## config.mk

```make
export PLATFORM = sky130hd
export DESIGN_NAME = check_sequencer_flat
export DESIGN_NICKNAME = d
export VERILOG_FILES = /design/src/rtl/check_sequencer_if.sv /design/src/rtl/check_sequencer.sv /design/src/flat_wrapper.sv
export SDC_FILE = /design/constraint.sdc
export NUM_CORES = 1
export LEC_CHECK = 0
export ABC_AREA = 1
export BUFFER_PORTS_ARGS = -buffer_cell sky130_fd_sc_hd__buf_2
export CAP_MARGIN = 10
export CORE_ASPECT_RATIO = 1.5
export CORE_MARGIN = 5
export CORE_UTILIZATION = 46
export CTS_BUF_LIST = sky130_fd_sc_hd__clkbuf_8
export DETAILED_ROUTE_END_ITERATION = 7
export GPL_TIMING_DRIVEN = 0
export MAX_ROUTING_LAYER = met4
export PLACE_DENSITY = 0.72
export RECOVER_POWER = 100
export SLEW_MARGIN = 15
export SYNTH_ARGS = -nofsm -noshare
export SYNTH_HDL_FRONTEND = slang
export SYNTH_SLANG_ARGS = --single-unit
```

## constraint.sdc

```tcl
create_clock -name clk -period 26.3 [get_ports clk]
set_clock_uncertainty 0.2 [all_clocks]
set_input_delay 0 -clock clk [delete_from_list [all_inputs] [get_ports clk]]
set_output_delay 0 -clock clk [all_outputs]
set_load 0.01 [all_outputs]
```

## src/rtl/check_sequencer_if.sv

```systemverilog
// rtl/check_sequencer_if.sv - load, candidate, checker and status signals of check_sequencer
interface check_sequencer_if;
  logic         load_valid;
  logic [127:0] load_hash;
  logic         load_ready;
  logic         cand_valid;
  logic [127:0] cand_hash;
  logic [31:0]  cand_tag;
  logic         cand_ready;
  logic         newrdy;
  logic         checkrdy;
  logic [127:0] hash;
  logic         resultrdy;
  logic         matchfound;
  logic         hit_valid;
  logic [31:0]  hit_tag;
  logic [127:0] hit_hash;
  logic [6:0]   targets_loaded;
  logic [31:0]  checked_count;
  logic         busy;
  logic         error;

  modport slave (
    input  load_valid, load_hash, cand_valid, cand_hash, cand_tag, resultrdy, matchfound,
    output load_ready, cand_ready, newrdy, checkrdy, hash, hit_valid, hit_tag, hit_hash,
           targets_loaded, checked_count, busy, error
  );

  modport master (
    output load_valid, load_hash, cand_valid, cand_hash, cand_tag, resultrdy, matchfound,
    input  load_ready, cand_ready, newrdy, checkrdy, hash, hit_valid, hit_tag, hit_hash,
           targets_loaded, checked_count, busy, error
  );
endinterface

```

## src/rtl/check_sequencer.sv

```systemverilog
// rtl/check_sequencer.sv - feeds target loads and queued candidates to an external hash checker
module check_sequencer #(
  parameter int FIFO_DEPTH  = 4,
  parameter int MAX_TARGETS = 64,
  parameter int TIMEOUT     = 16
) (
  input logic               clk,
  input logic               nrst,
  check_sequencer_if.slave  bus
);
  localparam int PTR_W = (FIFO_DEPTH > 1) ? $clog2(FIFO_DEPTH) : 1;
  localparam int CNT_W = $clog2(FIFO_DEPTH + 1);
  localparam int TMO_W = $clog2(TIMEOUT + 1);

  typedef enum logic [2:0] {
    S_IDLE, S_ISSUE_NEW, S_WAIT_NEW, S_ISSUE_CHK, S_WAIT_CHK, S_DRAIN, S_ERROR
  } state_t;

  state_t           r_state, w_next;
  logic [127:0]     r_fifo_hash [FIFO_DEPTH];
  logic [31:0]      r_fifo_tag  [FIFO_DEPTH];
  logic [PTR_W-1:0] r_wr_ptr, r_rd_ptr;
  logic [CNT_W-1:0] r_fifo_cnt;
  logic [127:0]     r_hash, r_hit_hash;
  logic [31:0]      r_tag, r_hit_tag, r_checked;
  logic             r_hit_valid;
  logic [6:0]       r_targets;
  logic [TMO_W-1:0] r_wait_cnt;

  logic w_full, w_empty, w_error, w_load_ready, w_cand_ready;
  logic w_load_acc, w_push, w_pop, w_timeout, w_waiting;
  logic w_newrdy, w_checkrdy, w_busy;

  function automatic logic [PTR_W-1:0] ptr_inc(input logic [PTR_W-1:0] p);
    return (p == PTR_W'(FIFO_DEPTH - 1)) ? '0 : p + 1'b1;
  endfunction

  assign w_full       = (r_fifo_cnt == CNT_W'(FIFO_DEPTH));
  assign w_empty      = (r_fifo_cnt == '0);
  assign w_error      = (r_state == S_ERROR);
  // Ready outputs are gated by nrst so they read low for the whole reset pulse.
  assign w_load_ready = nrst && (r_state == S_IDLE) && (r_targets < 7'(MAX_TARGETS)) && !w_error;
  assign w_cand_ready = nrst && !w_full && !w_error;
  assign w_load_acc   = bus.load_valid && w_load_ready;
  assign w_push       = bus.cand_valid && w_cand_ready;
  assign w_pop        = (r_state == S_IDLE) && !w_load_acc && !w_empty && (r_targets != '0);
  assign w_waiting    = (r_state == S_WAIT_NEW) || (r_state == S_WAIT_CHK);
  assign w_timeout    = (r_wait_cnt == TMO_W'(TIMEOUT - 1));

  always_comb begin
    w_next     = r_state;
    w_newrdy   = 1'b0;
    w_checkrdy = 1'b0;
    w_busy     = (r_state != S_IDLE);
    case (r_state)
      S_IDLE: begin
        if (w_load_acc)  w_next = S_ISSUE_NEW;
        else if (w_pop)  w_next = S_ISSUE_CHK;
      end
      S_ISSUE_NEW: begin
        w_newrdy = 1'b1;
        w_next   = S_WAIT_NEW;
      end
      S_ISSUE_CHK: begin
        w_checkrdy = 1'b1;
        w_next     = S_WAIT_CHK;
      end
      S_WAIT_NEW, S_WAIT_CHK: begin
        if (bus.resultrdy)  w_next = S_DRAIN;
        else if (w_timeout) w_next = S_ERROR;
      end
      S_DRAIN: begin
        if (!bus.resultrdy) w_next = S_IDLE;
      end
      S_ERROR: w_next = S_ERROR;
      default: w_next = S_IDLE;
    endcase
  end

  always_ff @(posedge clk or negedge nrst) begin
    if (!nrst) r_state <= S_IDLE;
    else       r_state <= w_next;
  end

  always_ff @(posedge clk or negedge nrst) begin
    if (!nrst) begin
      r_wr_ptr   <= '0;
      r_rd_ptr   <= '0;
      r_fifo_cnt <= '0;
    end else begin
      if (w_push) r_wr_ptr <= ptr_inc(r_wr_ptr);
      if (w_pop)  r_rd_ptr <= ptr_inc(r_rd_ptr);
      if (w_push && !w_pop)      r_fifo_cnt <= r_fifo_cnt + 1'b1;
      else if (!w_push && w_pop) r_fifo_cnt <= r_fifo_cnt - 1'b1;
    end
  end

  always_ff @(posedge clk) begin
    if (w_push) begin
      r_fifo_hash[r_wr_ptr] <= bus.cand_hash;
      r_fifo_tag[r_wr_ptr]  <= bus.cand_tag;
    end
  end

  // hash only changes from IDLE, so it is stable through ISSUE/WAIT/DRAIN.
  always_ff @(posedge clk or negedge nrst) begin
    if (!nrst) begin
      r_hash      <= '0;
      r_tag       <= '0;
      r_hit_valid <= 1'b0;
      r_hit_tag   <= '0;
      r_hit_hash  <= '0;
      r_targets   <= '0;
      r_checked   <= '0;
      r_wait_cnt  <= '0;
    end else begin
      r_hit_valid <= 1'b0;
      r_wait_cnt  <= w_waiting ? r_wait_cnt + 1'b1 : '0;
      if (w_load_acc) begin
        r_hash <= bus.load_hash;
      end else if (w_pop) begin
        r_hash <= r_fifo_hash[r_rd_ptr];
        r_tag  <= r_fifo_tag[r_rd_ptr];
      end
      if ((r_state == S_WAIT_NEW) && bus.resultrdy) r_targets <= r_targets + 7'd1;
      if ((r_state == S_WAIT_CHK) && bus.resultrdy) begin
        r_checked <= r_checked + 32'd1;
        if (bus.matchfound) begin
          r_hit_valid <= 1'b1;
          r_hit_tag   <= r_tag;
          r_hit_hash  <= r_hash;
        end
      end
    end
  end

  assign bus.load_ready     = w_load_ready;
  assign bus.cand_ready     = w_cand_ready;
  assign bus.newrdy         = w_newrdy;
  assign bus.checkrdy       = w_checkrdy;
  assign bus.hash           = r_hash;
  assign bus.hit_valid      = r_hit_valid;
  assign bus.hit_tag        = r_hit_tag;
  assign bus.hit_hash       = r_hit_hash;
  assign bus.targets_loaded = r_targets;
  assign bus.checked_count  = r_checked;
  assign bus.busy           = w_busy;
  assign bus.error          = w_error;
endmodule

```

## src/flat_wrapper.sv

```systemverilog
// flat-port wrapper written by rule: the top's interface ports become plain ports
module check_sequencer_flat 
#(
  parameter int FIFO_DEPTH  = 4,
  parameter int MAX_TARGETS = 64,
  parameter int TIMEOUT     = 16
)
  (clk, nrst, bus_load_valid, bus_load_hash, bus_cand_valid, bus_cand_hash, bus_cand_tag, bus_resultrdy, bus_matchfound, bus_load_ready, bus_cand_ready, bus_newrdy, bus_checkrdy, bus_hash, bus_hit_valid, bus_hit_tag, bus_hit_hash, bus_targets_loaded, bus_checked_count, bus_busy, bus_error);
  check_sequencer_if bus_i ();
  input logic clk;
  input logic nrst;
  input wire logic [$bits(bus_i.load_valid)-1:0] bus_load_valid;
  input wire logic [$bits(bus_i.load_hash)-1:0] bus_load_hash;
  input wire logic [$bits(bus_i.cand_valid)-1:0] bus_cand_valid;
  input wire logic [$bits(bus_i.cand_hash)-1:0] bus_cand_hash;
  input wire logic [$bits(bus_i.cand_tag)-1:0] bus_cand_tag;
  input wire logic [$bits(bus_i.resultrdy)-1:0] bus_resultrdy;
  input wire logic [$bits(bus_i.matchfound)-1:0] bus_matchfound;
  output wire logic [$bits(bus_i.load_ready)-1:0] bus_load_ready;
  output wire logic [$bits(bus_i.cand_ready)-1:0] bus_cand_ready;
  output wire logic [$bits(bus_i.newrdy)-1:0] bus_newrdy;
  output wire logic [$bits(bus_i.checkrdy)-1:0] bus_checkrdy;
  output wire logic [$bits(bus_i.hash)-1:0] bus_hash;
  output wire logic [$bits(bus_i.hit_valid)-1:0] bus_hit_valid;
  output wire logic [$bits(bus_i.hit_tag)-1:0] bus_hit_tag;
  output wire logic [$bits(bus_i.hit_hash)-1:0] bus_hit_hash;
  output wire logic [$bits(bus_i.targets_loaded)-1:0] bus_targets_loaded;
  output wire logic [$bits(bus_i.checked_count)-1:0] bus_checked_count;
  output wire logic [$bits(bus_i.busy)-1:0] bus_busy;
  output wire logic [$bits(bus_i.error)-1:0] bus_error;
  assign bus_i.load_valid = bus_load_valid;
  assign bus_i.load_hash = bus_load_hash;
  assign bus_i.cand_valid = bus_cand_valid;
  assign bus_i.cand_hash = bus_cand_hash;
  assign bus_i.cand_tag = bus_cand_tag;
  assign bus_i.resultrdy = bus_resultrdy;
  assign bus_i.matchfound = bus_matchfound;
  assign bus_load_ready = bus_i.load_ready;
  assign bus_cand_ready = bus_i.cand_ready;
  assign bus_newrdy = bus_i.newrdy;
  assign bus_checkrdy = bus_i.checkrdy;
  assign bus_hash = bus_i.hash;
  assign bus_hit_valid = bus_i.hit_valid;
  assign bus_hit_tag = bus_i.hit_tag;
  assign bus_hit_hash = bus_i.hit_hash;
  assign bus_targets_loaded = bus_i.targets_loaded;
  assign bus_checked_count = bus_i.checked_count;
  assign bus_busy = bus_i.busy;
  assign bus_error = bus_i.error;
  check_sequencer #(.FIFO_DEPTH(FIFO_DEPTH), .MAX_TARGETS(MAX_TARGETS), .TIMEOUT(TIMEOUT)) u_core (.clk(clk), .nrst(nrst), .bus(bus_i));
endmodule
```

# == Yosys cells after proc, flatten, opt, wreduce, memory -nomap -nowiden ==
# Memories as Yosys holds them, arrays and structs flattened. A register that Yosys moved wholly into a read port is not among the register bits.
# Cells that the tools add are included.
# op_classes
n_addsub,7
n_lt_le_gt_ge,1
n_eq_ne,13
n_mux,19
bitwise_logic,1
reduce_logical,32
# ops
op,n
2-to-1 mux 128 bit,2
"adder 32 x 1 -> 32 bit, second input constant",1
2-to-1 mux 3 bit,7
case mux 3 bit (6 select lines),1
logical AND 1 bit,14
"== test 3 bit, second input constant",4
"adder 7 x 1 -> 7 bit, second input constant",1
zero test 1 bit,7
"less-than comparator 7 bit, second input constant",1
nonzero test 7 bit,1
"== test 3 x 2 -> 1 bit, second input constant",2
zero test 3 bit,2
2-to-1 mux 1 bit,6
"adder 5 x 1 -> 5 bit, second input constant",1
"== test 5 x 4 -> 1 bit, second input constant",1
2-to-1 mux 5 bit,1
"adder 2 x 1 -> 2 bit, second input constant",2
"== test 2 bit, second input constant",2
2-to-1 mux 2 bit,2
AND reduction 2 bit,2
nonzero test 2 bit,2
"adder 3 x 1 -> 3 bit, second input constant",1
"== test 3 x 1 -> 1 bit, second input constant",1
"inequality test 3 x 1 -> 1 bit, second input constant",1
other kinds (8),8
# word_totals
reg_bits,343
ram_bits,640
input_bits,294
out_inout_bits,334
n_memories,2
# memory_table
name,words,width,rd,rd_ports_with_merged_regs,write_ports,line_no,source
u_core.r_fifo_hash,4,128,1,0,1,check_sequencer.sv:20,logic [127:0] r_fifo_hash [FIFO_DEPTH];
u_core.r_fifo_tag,4,32,1,1,1,check_sequencer.sv:21,logic [31:0] r_fifo_tag [FIFO_DEPTH];

# == Longest topological paths before layout ==
# depth
ltp_word,12
depth_mapped,13
mapped_depth_nobuf,12

# == Worst setup path after synthesis ==
# Ideal clock, no wire load.
# synth_timing
path_kind,register to register
from,register u_core.r_state[0]
to,memory u_core.r_fifo_hash[0][0] (enable)
setup_ps,683
arrival_time_ps,7725
required_ps,25417
setup_slack_ps,17693
path_stages_with_launch,7
n_path_buf,0
period_less_slack_ps,8607
path_cell_list,dfrtp_1 inv_1 nand3_1 inv_1 nor2_1 nand2_1 nor2_1
# synth_via
elab_chain_cells,6
# synth_rtl
element,line_no,source
"start, declared",check_sequencer.sv:19,"state_t r_state, w_next;"
"start signal, assigned",check_sequencer.sv:82,else r_state <= w_next;
== test 3 bit,check_sequencer.sv:40,assign w_error = (r_state == S_ERROR);
via bus_error,flat_wrapper.sv:30,output wire logic [$bits(bus_i.error)-1:0] bus_error;
zero test 1 bit,check_sequencer.sv:43,assign w_cand_ready = nrst && !w_full && !w_error;
logical AND 1 bit,check_sequencer.sv:43,
via bus_cand_ready,flat_wrapper.sv:20,output wire logic [$bits(bus_i.cand_ready)-1:0] bus_cand_ready;
logical AND 1 bit,check_sequencer.sv:45,assign w_push = bus.cand_valid && w_cand_ready;
2-to-1 mux 1 bit,check_sequencer.sv:99,if (w_push) begin
2-to-1 mux 1 bit (implied by the code),check_sequencer.sv:100,r_fifo_hash[r_wr_ptr] <= bus.cand_hash;
"end, declared",check_sequencer.sv:20,
# The timed path passes the listed nets, and every way through them passes these cells.

# == Final worst setup path ==
# layout_timing
from,input nrst
to,memory u_core.r_fifo_hash[1][19] (enable)
# layout_via
elab_chain_cells,5
# layout_rtl
element,line_no,source
"start, declared",flat_wrapper.sv:11,input logic nrst;
logical AND 1 bit (2 in a row),check_sequencer.sv:43,
logical AND 1 bit,check_sequencer.sv:45,
2-to-1 mux 1 bit,check_sequencer.sv:99,
2-to-1 mux 1 bit (implied by the code),check_sequencer.sv:100,
# Every way passes these cells.

==> impl_results.md <==
* Share of total power consumed by net switching at 0.393
* Setup slack, reg-to-reg at 20.10 ns
* Placed Instance Area at 0.0460 mm²
* Wire length per cell at 22.3 µm
* Global-route wire length before repair at 211 mm
* Count of input and output buffers at 627
* Grt ovf at 0
* Maximum ir drop on the vdd rail at 68.1 µV
* Critical Path AT at 14.40 ns
* Maximum frequency from static timing analysis at 0.0707 GHz
* Multiplexer area fraction after synthesis at 0
* Max-slew violation total from the final report at 602
* Cell Count, Final, Fillers Out at 6424
* Antenna violations before repair at 38
* Final worst hold slack at 0.0795 ns
* Most frequent cell on the critical path: clkbuf_1
* Die ar. at 0.0944 mm²
* CTS tree: built
* Share of the clock period used by the worst path after layout at 0.538
* Flops & latches, synth at 1015
* Share of total power in combinational logic at 0.359
* Iteration-0 DRC Markers at 3396
* Number of gates resized after CTS at 0
* P&R area growth vs syn at 35.2%
* Placeable core area at 0.0877 mm²
* Count of standard-cell rows at 133
* Violations in the final reports: max-capacitance violations, max-slew violations
* Detailed-route DRC error count at 0
* Max cap viols at 20
* Sequential share of power at 0.406
* RD Place Congestion at 0.912
* Worst setup SP type: primary input
* Seq/Total Area, Yosys at 0.705
* Synthesized-area fraction occupied by and/or/nand/nor cells at 0.175
* CTS Root Buffer Type: clkbuf_8
* Total clock buffers created by CTS at 148
* Status: complete, but fails checks
* Number of I/O pins at 628
* P_int at 3.39 mW
* Final nets at 5417
* Inst Count DP at 5428
* Mapped Area at 0.0406 mm²
* Number of global-route vias before repair at 35600
* Total GRT Usage at 0.301
* Number of filler instances in the final layout at 6580
* Path type of the worst setup path: primary input to flop
* Peak fanout along the critical path at 98
* Slew at the pin closest to its max-slew limit at 5.26 ns
* Number of distinct library cells after synthesis at 33
* Largest net degree at the start of global routing at 99
* Xor and xnor fraction of the mapped netlist area at 0.00518
* Hold Crit Class: primary input to flop
* Number of vias in the routed layout at 35200
* Post-synthesis share of cell area spent on full adders, half adders and majority gates at 0.00389
* Final-layout setup total negative slack at 0 ns
* Flip-flop and latch area at 0.0286 mm²
* Clock network fraction of total power at 0.235
* Total of warnings raised by yosys at 0
* Finish-stage setup viols at 0
* Fraction of final layout cells with drive strength greater than 1 at 0.116
* Detailed Route WL at 143 mm
* Critical path buffers and inverters at 9
* Combined area of the multi-input logic cells at 0.0106 mm²
* Sw power at 2.20 mW
* Final Instance Area at 0.0549 mm²
* Post-route antenna net violation count at 0
* Category of cells accounting for the largest share of critical-path delay: buffers and inverters
* Synth Net Count at 3924
* Element type at the critical path end: flop
* Final Critical Period at 14.15 ns
* First-pass detailed-route iteration total at 6
* Max incr delay on CP at 3.78 ns
* Die width at 252 µm
* Required arrival time at the worst endpoint at 26.55 ns
* Average cell area after synthesis at 11.2 µm²
* HPWL after DPL at 90.8 mm
* Hold Violations, Final at 0
* Normalized max-slew margin at -2.51
* Pwr dens at 102 mW/mm²
* Clock-pin transition on the worst setup and hold timing paths at 0.06 ns
* Slowest-stage cell, CP: clkbuf_1
* Cells along the critical path: dlygate4sd3_1 > clkdlybuf4s25_1 > dlygate4sd3_1 > clkbuf_1 > clkbuf_1 > buf_16 > nand2_1 > nor2_1 > nand2_1 > nor2_1 > clkbuf_1 > clkbuf_1 > clkbuf_1
* CTS H-Tree Depth at 4
* Cells after Synth at 3618
* Clock tree sinks at 1015
* Number of vias per cell at 5.48
* Setup repair after global routing missed its margin: false
* Die Ht at 374 µm
* Main combinational cell family by area after synthesis: simple AND/OR/NAND/NOR gates
* Maximum clock path buffer count at 3
* Leakage at 22.0 nW
* Clk Latency, worst-skew pair at 0.87 ns
* Effective utilization at floorplan at 0.463
* Share of the synthesized area in compound gates (AO/OA/AOI/OAI) at 0.0781
cell usage after synthesis:
| cell | n | share of area |
|---|---|---|
| edfxtp_1 | 640 | 0.47 |
| nand2_4 | 2 | 0.00056 |
| a21oi_1 | 38 | 0.0047 |
| clkbuf_1 | 112 | 0.010 |
| nor2_4 | 2 | 0.00056 |
| xor2_1 | 18 | 0.0039 |
| dfrtp_1 | 375 | 0.23 |
| nor2_1 | 551 | 0.051 |
| nand3b_1 | 6 | 0.0011 |
| o21ai_1 | 1 | 0.00012 |
| o211ai_1 | 128 | 0.024 |
| o22ai_1 | 32 | 0.0049 |
| o21ai_0 | 359 | 0.044 |
| buf_4 | 7 | 0.0013 |
| inv_1 | 95 | 0.0088 |
| nor2_2 | 2 | 0.00031 |
| inv_2 | 3 | 0.00028 |
| nand3_1 | 282 | 0.035 |
| nor3_1 | 1 | 0.00012 |
| buf_2 | 78 | 0.0096 |
| xnor2_1 | 6 | 0.0013 |
| or2_1 | 6 | 0.00093 |
| a21oi_4 | 1 | 0.00040 |
| or2_2 | 36 | 0.0056 |
| nand2_1 | 709 | 0.066 |
| nor4_1 | 1 | 0.00015 |
| or2_0 | 86 | 0.013 |
| buf_6 | 1 | 0.00028 |
| fa_1 | 1 | 0.00049 |
| ha_1 | 11 | 0.0034 |
| nand4_1 | 6 | 0.00093 |
| nand3_4 | 1 | 0.00043 |
| buf_1 | 21 | 0.0019 |
worst reg2reg max path: stages (launching register included):
cell and delay (ns):
dfrtp_1 0.41, inv_1 0.11, nand3_1 0.11, inv_1 0.09, nor2_1 0.18, nand2_1 0.22, nor2_1 1.57, clkbuf_1 1.04
clkbuf_1 0.92, clkbuf_1 0.95
state kept, by name (all words and copies together) (netlist names):
| register | flops |
|---|---|
| u_core.bus.hit_valid | 1 |
| u_core.bus.hash | 128 |
| u_core.r_state | 3 |
| u_core.r_rd_ptr | 2 |
| u_core.r_tag | 32 |
| u_core.r_fifo_tag | 128 |
| u_core.r_wr_ptr | 2 |
| u_core.bus.hit_hash | 128 |
| u_core.bus.hit_tag | 32 |
| u_core.bus.checked_count | 32 |
| u_core.r_fifo_hash | 512 |
| u_core.r_wait_cnt | 5 |
| u_core.r_fifo_cnt | 3 |
| u_core.bus.targets_loaded | 7 |
final timing paths:
kind | startpoint | endpoint | cells after the start
setup / recovery | nrst | u_core.r_fifo_hash[1][19]$_DFFE_PP_ | 13
hold / removal | bus_cand_valid | u_core.r_wr_ptr[1]$_DFFE_PN0P_ | 5
setup reg to reg | u_core.r_state[0]$_DFFE_PN0P_ | u_core.r_fifo_hash[1][19]$_DFFE_PP_ | 9
hold reg to reg | u_core.r_wait_cnt[0]$_DFF_PN0_ | u_core.r_wait_cnt[0]$_DFF_PN0_ | 1
max in group asynchronous | nrst | u_core.bus.hit_tag[1]$_DFFE_PN0P_ | 5
min in group asynchronous | nrst | u_core.bus.hit_hash[46]$_DFFE_PN0P_ | 3
per-stage QoR:
| stage | setup WS [ns] | power (mW) | util |
|---|---|---|---|
| finish | 12.15 | 5.59 | 0.626 |
| CTS | 20.94 | 5.60 | 0.637 |
| global placement | 4.87 | 4.11 | 0.515 |
| global route | 10.26 | 5.87 | 0.625 |
| floorplan | 17.69 | 3.31 | - |
| detailed placement | 22.15 | 4.14 | 0.525 |
routing by layer:
metal / global-route usage / share of wire
met1: 0.361 / 0.37
met2: 0.483 / 0.49
met3: 0.0640 / 0.085
met4: 0.156 / 0.054
met5: - / 0
what timing repair did:
| action | 4_1_cts | 5_1_grt |
|---|---|---|
| setup buffers | 0 | 0 |
| hold buffers | 680 | 0 |
| endpoints found under the hold margin | 1468 | 0 |
placed cells by master, fill, tap and decap left out, types with 3 or more instances in the layout:
cell type,instances
o211ai_1,128
clkinv_2,17
nand4_1,6
clkinv_1,16
bufinv_16,8
dfrtp_1,375
clkbuf_8,172
o22ai_1,32
a21oi_1,39
xnor2_1,6
buf_4,6
nand3_1,283
clkinvlp_4,8
buf_1,17
buf_2,346
edfxtp_1,640
xor2_1,18
diode_2,44
clkbuf_1,504
inv_1,141
or2_0,86
dlygate4sd3_1,680
nand3b_1,6
buf_16,3
buf_12,3
ha_1,11
nand2_1,711
o21ai_0,359
or2_2,36
or2_1,6
nor2_1,555
area by class of cell:
cell class                      count  area share
Buffer                            219      0.0167
Timing Repair Buffer             1343       0.178
Sequential cell                  1015       0.521
Inverter                           98     0.00671
Tap cell                         1147      0.0262
Multi-Input combinational cell   2286       0.193
Clock inverter                    100      0.0125
Antenna cell                       44     0.00201
Clock buffer                      172      0.0432
logic make-up (layout without fill, tap and decap cells):
family                     after synthesis  in the layout
xor gates and xnor gates                24             24
other                                    0             44
DFF                                   1015           1015
adders and majority gates               12             12
AOI/OAI and AO/OA                      559            559
and+or+nand+nor                       1691           1691
buffers and inverters                  317           1932
power groups by stage:
stage          clock network, mW  logic (mW)  registers, mW
2_1_floorplan                  0       0.960           2.35
3_3_place_gp                   0        1.79           2.32
3_5_place_dp                   0        1.87           2.27
4_1_cts                     1.31        2.04           2.24
5_1_grt                     1.39        2.19           2.29
6_report                    1.31        2.01           2.27
No activity file was read; power rests on OpenSTA's default activity.
